### src/rtl/apx_error_monitor.sv
// apx_error_monitor: pairs one accurate and one approximate float result, measures their
// ULP distance, flags tolerance violations and keeps saturating error statistics.
module apx_error_monitor #(
    parameter int unsigned EXP_W   = 8,
    parameter int unsigned MAN_W   = 23,
    parameter int unsigned CNT_W   = 16,
    parameter int unsigned ULP_TOL = 0
) (
    input  logic                 clk,
    input  logic                 rst,
    input  logic [EXP_W+MAN_W:0] acc_z,
    input  logic                 acc_z_stb,
    output logic                 acc_z_ack,
    input  logic [EXP_W+MAN_W:0] apx_z,
    input  logic                 apx_z_stb,
    output logic                 apx_z_ack,
    input  logic                 clear,
    output logic [EXP_W+MAN_W:0] result_ulp,
    output logic                 result_mismatch,
    output logic                 result_stb,
    input  logic                 result_ack,
    output logic [CNT_W-1:0]     pair_count,
    output logic [CNT_W-1:0]     mismatch_count,
    output logic [EXP_W+MAN_W:0] max_ulp
);

    localparam int unsigned WIDTH = 1 + EXP_W + MAN_W;
    localparam int unsigned KEY_W = WIDTH + 1;
    localparam int unsigned DIF_W = WIDTH + 2;

    typedef enum logic [2:0] {
        ST_GET,
        ST_ORDER,
        ST_DIFF,
        ST_UPDATE,
        ST_PUT
    } state_t;

    state_t                   state_q, state_d;
    logic [WIDTH-1:0]         acc_q, acc_d;
    logic [WIDTH-1:0]         apx_q, apx_d;
    logic                     acc_held_q, acc_held_d;
    logic                     apx_held_q, apx_held_d;
    logic                     acc_ack_q, acc_ack_d;
    logic                     apx_ack_q, apx_ack_d;
    logic signed [KEY_W-1:0]  key_acc_q, key_acc_d;
    logic signed [KEY_W-1:0]  key_apx_q, key_apx_d;
    logic                     acc_nan_q, acc_nan_d;
    logic                     apx_nan_q, apx_nan_d;
    logic [WIDTH-1:0]         ulp_q, ulp_d;
    logic [WIDTH-1:0]         res_ulp_q, res_ulp_d;
    logic                     res_mis_q, res_mis_d;
    logic                     res_stb_q, res_stb_d;
    logic [CNT_W-1:0]         pair_cnt_q, pair_cnt_d;
    logic [CNT_W-1:0]         mis_cnt_q, mis_cnt_d;
    logic [WIDTH-1:0]         max_ulp_q, max_ulp_d;

    // Sign-magnitude to two's-complement ordering keys; +0 and -0 both land on 0.
    logic signed [KEY_W-1:0]  acc_mag_c, apx_mag_c;
    logic signed [KEY_W-1:0]  acc_key_c, apx_key_c;
    logic                     acc_nan_c, apx_nan_c;

    assign acc_mag_c = KEY_W'(acc_q[WIDTH-2:0]);
    assign apx_mag_c = KEY_W'(apx_q[WIDTH-2:0]);
    assign acc_key_c = acc_q[WIDTH-1] ? -acc_mag_c : acc_mag_c;
    assign apx_key_c = apx_q[WIDTH-1] ? -apx_mag_c : apx_mag_c;
    assign acc_nan_c = (&acc_q[WIDTH-2:MAN_W]) && (|acc_q[MAN_W-1:0]);
    assign apx_nan_c = (&apx_q[WIDTH-2:MAN_W]) && (|apx_q[MAN_W-1:0]);

    // Absolute key distance, widened so the subtraction can never overflow.
    logic signed [DIF_W-1:0]  diff_c;
    logic [DIF_W-1:0]         dist_c;
    logic [WIDTH-1:0]         ulp_c;
    logic                     ulp_over_tol_c;

    assign diff_c = DIF_W'(key_acc_q) - DIF_W'(key_apx_q);
    assign dist_c = diff_c[DIF_W-1] ? DIF_W'(-diff_c) : DIF_W'(diff_c);

    always_comb begin
        ulp_c = dist_c[WIDTH-1:0];
        if (acc_nan_q && apx_nan_q) begin
            ulp_c = '0;
        end else if (acc_nan_q || apx_nan_q) begin
            ulp_c = '1;
        end else if (|dist_c[DIF_W-1:WIDTH]) begin
            ulp_c = '1;
        end
    end

    assign ulp_over_tol_c = (ulp_q > WIDTH'(ULP_TOL));

    // Next-state and datapath control.
    always_comb begin
        state_d    = state_q;
        acc_d      = acc_q;
        apx_d      = apx_q;
        acc_held_d = acc_held_q;
        apx_held_d = apx_held_q;
        acc_ack_d  = acc_ack_q;
        apx_ack_d  = apx_ack_q;
        key_acc_d  = key_acc_q;
        key_apx_d  = key_apx_q;
        acc_nan_d  = acc_nan_q;
        apx_nan_d  = apx_nan_q;
        ulp_d      = ulp_q;
        res_ulp_d  = res_ulp_q;
        res_mis_d  = res_mis_q;
        res_stb_d  = res_stb_q;
        pair_cnt_d = pair_cnt_q;
        mis_cnt_d  = mis_cnt_q;
        max_ulp_d  = max_ulp_q;

        case (state_q)
            ST_GET: begin
                if (acc_z_stb && acc_ack_q) begin
                    acc_d      = acc_z;
                    acc_held_d = 1'b1;
                end
                if (apx_z_stb && apx_ack_q) begin
                    apx_d      = apx_z;
                    apx_held_d = 1'b1;
                end
                acc_ack_d = !acc_held_d;
                apx_ack_d = !apx_held_d;
                if (acc_held_d && apx_held_d) begin
                    state_d = ST_ORDER;
                end
            end
            ST_ORDER: begin
                key_acc_d = acc_key_c;
                key_apx_d = apx_key_c;
                acc_nan_d = acc_nan_c;
                apx_nan_d = apx_nan_c;
                state_d   = ST_DIFF;
            end
            ST_DIFF: begin
                ulp_d   = ulp_c;
                state_d = ST_UPDATE;
            end
            ST_UPDATE: begin
                res_ulp_d = ulp_q;
                res_mis_d = ulp_over_tol_c;
                res_stb_d = 1'b1;
                if (!(&pair_cnt_q)) begin
                    pair_cnt_d = pair_cnt_q + CNT_W'(1);
                end
                if (ulp_over_tol_c && !(&mis_cnt_q)) begin
                    mis_cnt_d = mis_cnt_q + CNT_W'(1);
                end
                if (ulp_q > max_ulp_q) begin
                    max_ulp_d = ulp_q;
                end
                state_d = ST_PUT;
            end
            ST_PUT: begin
                if (result_ack) begin
                    res_stb_d  = 1'b0;
                    acc_held_d = 1'b0;
                    apx_held_d = 1'b0;
                    acc_ack_d  = 1'b1;
                    apx_ack_d  = 1'b1;
                    state_d    = ST_GET;
                end
            end
            default: begin
                state_d = ST_GET;
            end
        endcase

        // Clear overrides any statistics update, including the in-flight pair.
        if (clear) begin
            pair_cnt_d = '0;
            mis_cnt_d  = '0;
            max_ulp_d  = '0;
        end
    end

    always_ff @(posedge clk) begin
        if (rst) begin
            state_q    <= ST_GET;
            acc_q      <= '0;
            apx_q      <= '0;
            acc_held_q <= 1'b0;
            apx_held_q <= 1'b0;
            acc_ack_q  <= 1'b0;
            apx_ack_q  <= 1'b0;
            key_acc_q  <= '0;
            key_apx_q  <= '0;
            acc_nan_q  <= 1'b0;
            apx_nan_q  <= 1'b0;
            ulp_q      <= '0;
            res_ulp_q  <= '0;
            res_mis_q  <= 1'b0;
            res_stb_q  <= 1'b0;
            pair_cnt_q <= '0;
            mis_cnt_q  <= '0;
            max_ulp_q  <= '0;
        end else begin
            state_q    <= state_d;
            acc_q      <= acc_d;
            apx_q      <= apx_d;
            acc_held_q <= acc_held_d;
            apx_held_q <= apx_held_d;
            acc_ack_q  <= acc_ack_d;
            apx_ack_q  <= apx_ack_d;
            key_acc_q  <= key_acc_d;
            key_apx_q  <= key_apx_d;
            acc_nan_q  <= acc_nan_d;
            apx_nan_q  <= apx_nan_d;
            ulp_q      <= ulp_d;
            res_ulp_q  <= res_ulp_d;
            res_mis_q  <= res_mis_d;
            res_stb_q  <= res_stb_d;
            pair_cnt_q <= pair_cnt_d;
            mis_cnt_q  <= mis_cnt_d;
            max_ulp_q  <= max_ulp_d;
        end
    end

    assign acc_z_ack       = acc_ack_q;
    assign apx_z_ack       = apx_ack_q;
    assign result_ulp      = res_ulp_q;
    assign result_mismatch = res_mis_q;
    assign result_stb      = res_stb_q;
    assign pair_count      = pair_cnt_q;
    assign mismatch_count  = mis_cnt_q;
    assign max_ulp         = max_ulp_q;

endmodule

### config.mk
export PLATFORM = sky130hd
export DESIGN_NAME = apx_error_monitor
export DESIGN_NICKNAME = d
export VERILOG_FILES = /design/src/rtl/apx_error_monitor.sv
export SDC_FILE = /design/constraint.sdc
export NUM_CORES = 1
export LEC_CHECK = 0
export BUFFER_PORTS_ARGS = -buffer_cell sky130_fd_sc_hd__buf_2
export CAP_MARGIN = 20
export CORE_AREA = 2 2 172 157
export DETAILED_ROUTE_END_ITERATION = 12
export DIE_AREA = 0 0 174 159
export HOLD_SLACK_MARGIN = 0.08
export PLACE_DENSITY = 0.85
export RECOVER_POWER = 100
export SYNTH_ARGS = -nofsm -noshare
export SYNTH_HDL_FRONTEND = slang
export SYNTH_SLANG_ARGS = --single-unit
### constraint.sdc
create_clock -name clk -period 8.8 [get_ports clk]
set_input_delay 0.88 -clock clk [delete_from_list [all_inputs] [get_ports clk]]
set_output_delay 0.88 -clock clk [all_outputs]
set_load 0.01 [all_outputs]
# Word-level counts from Yosys, hierarchy flattened
# Cells that the tools add are included.
# op_classes
mux	20
n_eq_ne	6
n_bitwise	1
magnitude_cmp	2
addsub	6
reduce_logical	30
# op_table
op	count
32-bit 2-to-1 mux	3
33-bit 2-to-1 mux	2
31-bit negation with 33-bit output	2
23-bit OR reduction	2
34-bit 2-to-1 mux	1
34-bit negation	1
33-bit by 33-bit subtractor with 34-bit output	1
16-bit by 1-bit adder with 16-bit output, second input constant	2
32-bit by 1-bit greater-than comparator with 1-bit output, second input constant	1
32-bit greater-than comparator	1
16-bit AND reduction	2
2-bit AND reduction	8
8-bit AND reduction	2
3-bit case mux with 5 select lines	1
1-bit case mux with 2 select lines	5
1-bit logical AND	7
3-bit by 2-bit == test with 1-bit output, second input constant	2
1-bit 2-to-1 mux	6
3-bit 2-to-1 mux	2
2-bit != test, second input constant	2
2-bit nonzero test	2
2-bit OR reduction	2
3-bit by 1-bit == test with 1-bit output, second input constant	1
3-bit == test, second input constant	1
4 further kinds	6
# word_totals
ff_bits	269
out_inout_bits	100
input_bits	70
wordCells	83

# Depth between registers and ports, before layout
# depth
ltp_word	7
depth_mapped	15
depth_no_buf	14

# Worst setup path before layout
# Ideal clock, no wire load.
# synth_path
kind	register to register
startpoint	register key_acc_q[0]
endpoint	register ulp_q[12]
path_stages_with_launch	16
period_less_slack_ns	3.834
setup_ns	0.134
t_arrival_ns	3.700
path_buffers	1
slack_ns	4.966
cell_sequence	dfxtp_1 > inv_1 > ha_1 > inv_1 > fa_1 > a211oi_4 > o211ai_1 > a211o_1 > xnor2_2 > o211ai_2 > nor4_4 > and4_1 > a311oi_1 > a2111oi_4 > buf_4 > a211oi_1
# synth_between
elab_chain_cells	7
# synth_rtl
element	line_no	text
start, declared	46	logic signed [KEY_W-1:0] key_acc_q, key_acc_d;
start signal, assigned	206	key_acc_q <= key_acc_d;
33-bit by 33-bit subtractor with 34-bit output *	76	assign diff_c = DIF_W'(key_acc_q) - DIF_W'(key_apx_q);
34-bit negation	77	assign dist_c = diff_c[DIF_W-1] ? DIF_W'(-diff_c) : DIF_W'(diff_c);
34-bit 2-to-1 mux *	77	
2-bit OR reduction	85	end else if (|dist_c[DIF_W-1:WIDTH]) begin
32-bit 2-to-1 mux *	85	
32-bit 2-to-1 mux *	83	end else if (acc_nan_q || apx_nan_q) begin
32-bit 2-to-1 mux *	81	if (acc_nan_q && apx_nan_q) begin
end signal, assigned	210	ulp_q <= ulp_d;
end, declared	50	logic [WIDTH-1:0] ulp_q, ulp_d;
# Mark *: on every way between the ends. The rest lies on a longest branch, timed or not.
# A chain may end at the register's enable or synchronous reset.

# Worst setup path after layout
# layout_path
startpoint	register key_acc_q[0]
endpoint	register ulp_q[18]
# The elaborated chain is that of the path after synthesis.

==> qor.txt <==
leakage: 0.00613 uW
Placer Congestion: 0.979
Skew-Pair Late Insertion Delay: 0.54 ns
clock sinks: 269
routed via count: 14200
clk_skew: 0.0268 ns
count of pins over their slew limit: 240
crit path launch type: register
Seq/Total Area, Yosys: 0.351
Antenna Nets Post-Route: 0
Worst Slack Setup Final: 2.72 ns
root cell of the clock tree: clkbuf_16
Tcrit/Tclk final: 0.691
critical path endpoint category: register
Synth Net Count: 2102
WL per Instance: 16.2 um
placed insts: 2357
Final Setup Violations: 0
CTS Hold Bufs: 0
gr usage total: 0.269
DRC viols: 0
Initial Util: 0.595
drt total wl: 39000 um
final setup TNS: 0 ns
top cell type's share of synthesized area: 0.351
crit path cell chain: inv_1 > ha_1 > inv_1 > fa_1 > a211oi_4 > o211ai_1 > a211o_1 > xnor2_1 > o211ai_1 > nor4_1 > and4_1 > a311oi_1 > a2111oi_4 > clkbuf_1 > a311oi_1
Mapped Cells: 1961
Cell Rows: 56
CTS tree: yes
critical path type: reg2reg
initial antenna violation count: 0
post-place setup slack: 4.47 ns
setup bufs post-CTS: 0
CTS Buf Count: 27
max-cap check violation count: 3
synth warn: 0
DIE AREA: 27700 um2
violated checks: capacitance limit, slew limit
largest net degree at the start of global routing: 113
async set-reset flop share out of synthesis: 0
chip width: 174 um
average size of a mapped cell: 7.82 um2
total congestion overflow: 0
Post-synth top cells: nand2_1 (300), dfxtp_1 (269), a21oi_1 (238)
Clock Path Buffers: 3
fmax: 0.164 GHz
DR iter-0 viols: 1191
first-pass GRT wire length: 63300 um
Worst Tran Pin Value: 5.02 ns
Avg Vias per Cell: 5.91
RSZ-0062 raised after global routing: no
CP max-delay cell: nor4_1
worst-path fanout max: 32
IO Pins: 170
Synth Flop Type: dfxtp_1
PwrDens: 343 nW/um2
# diodes: 0
Seq cells post-synth: 269
dpl hpwl: 28400 um
Post-layout nets: 2184
Overall Power: 5800 uW
layout cell share with drive strength beyond 1: 0.0748
Mapped Area: 15300 um2
vias in the first global route: 12800
CTS clock-pin slew for the worst setup and hold paths: 0.06 ns
Hold Violations, Final: 0
core footprint: 25800 um2
worst path arrival time: 6.24 ns
cts repair resizes: 0
worst hold path class: reg2reg
drt first pass iters: 5
top post-synthesis cells by area: dfxtp_1 (35%), a21oi_1 (7.8%), nand2_1 (7.3%), ha_1 (5.7%), xor2_1 (5.7%)
fill cell count: 2239
Synth cell types: 85
Peak supply drop: 0.247 mV
H-tree lvl count: 1
Synth area leader: dfxtp_1
Layout area overhead: 10.3%
most frequent cell after synthesis: nand2_1
Post-synth EDFFs: 0
delay of the slowest critical-path stage: 1.08 ns
outcome: complete, but fails checks
I/O Buffers: 169
fin crit period: 6.08 ns
die height: 159 um
Critical Path RT: 8.96 ns
Slew headroom: -2.35
fin cells: 2406
## per-stage QoR
stage           util  instance area (um2)  hold WS [ns]
6_report       0.656                16900         0.451
5_1_grt        0.656                16900         0.475
4_1_cts        0.658                17000         0.452
3_5_place_dp   0.628                16200         0.444
3_3_place_gp   0.626                16200         0.439
2_1_floorplan      -                15300         0.432
## layout make-up
type | count | area (um2) | share of cell area
Clock inverter | 5 | 52.6 | 0.00311
Clock buffer | 39 | 731 | 0.0432
Sequential cell | 269 | 5390 | 0.318
Multi-Input combinational cell | 1475 | 9060 | 0.536
Inverter | 85 | 319 | 0.0189
Timing Repair Buffer | 185 | 931 | 0.0550
Tap cell | 348 | 435 | 0.0257
## state kept, by name, summed over array words and instances (netlist names), 3 cells and up
register,flops
ulp_q,32
apx_q,32
max_ulp,32
key_apx_q,33
result_ulp,32
acc_q,32
pair_count,16
mismatch_count,16
state_q,3
key_acc_q,33
## placed cells by master, fill, tap and decap left out, types with 6 or more instances in the layout
master     Yosys  routed
or4_1         15      15
clkbuf_1     113     113
nor2_1       135     135
nand3_1       59      59
o31ai_1       22      22
a31oi_1       17      17
and4_1        13      13
a311oi_1      16      16
nand4_1       29      29
o2111ai_1      6       6
or2_2          8       7
o41ai_1        8       8
xor2_1        99      99
ha_1          70      70
a21oi_1      238     237
o21ai_0       83      83
mux2i_1        6       6
a21o_1        28      28
a211oi_1      84      84
clkbuf_16      0      28
dfxtp_1      269     269
xnor2_1       35      36
nor2b_1        8       8
nand2_1      300     300
o211ai_1      18      19
and3_1        16      16
nor4_1        21      22
inv_1         85      85
and2_1         8       8
buf_2          6      68
nor3_1        26      26
buf_4          1       7
or3_1         13      13
o21a_1        10      10
## report_power, final
part           internal [uW]  switching, uW
Sequential              1330            148
Clock                    599            455
Combinational           1280           1980
Total                   3220           2590
## critical path, delay by kind of cell, from the launching register on
kind	cells	cell delay (ns)
AOI/OAI and AO/OA	7	1.82
and+or+nand+nor	2	1.42
buffers and inverters	3	1.15
adders and majority gates	2	0.64
xor gates and xnor gates	1	0.36
DFF	1	0.31
## cell families (layout without fill, tap and decap cells)
| logic type | Yosys count | in the layout | synth area share |
|---|---|---|---|
| flops | 269 | 269 | 0.351 |
| compound gates | 589 | 589 | 0.246 |
| simple gates | 674 | 674 | 0.207 |
| fa+ha+maj | 71 | 71 | 0.0584 |
| xor+xnor | 135 | 135 | 0.0776 |
| mux | 6 | 6 | 0.00392 |
| buf+inv | 217 | 314 | 0.0563 |
## path summary, 6_finish.rpt
check                      from       endpoint  slack (ns)  cells after the start
setup / recovery   key_acc_q[0]      ulp_q[18]        2.72                     15
hold / removal    result_ulp[3]  result_ulp[3]        0.45                      2
setup reg to reg   key_acc_q[0]      ulp_q[18]        2.72                     15
hold reg to reg   result_ulp[3]  result_ulp[3]        0.45                      2
## per-layer routing
layer | part of all wire | GRT usage | vias to the layer above
met1 | 0.47 | 0.383 | 6497
met2 | 0.44 | 0.422 | 488
met4 | 0.035 | 0.0943 | 0
met3 | 0.061 | 0.0306 | 74
li1 | - | - | 7166
met5 | 0 | 0 | -
Power figures use the tool's default switching activity.
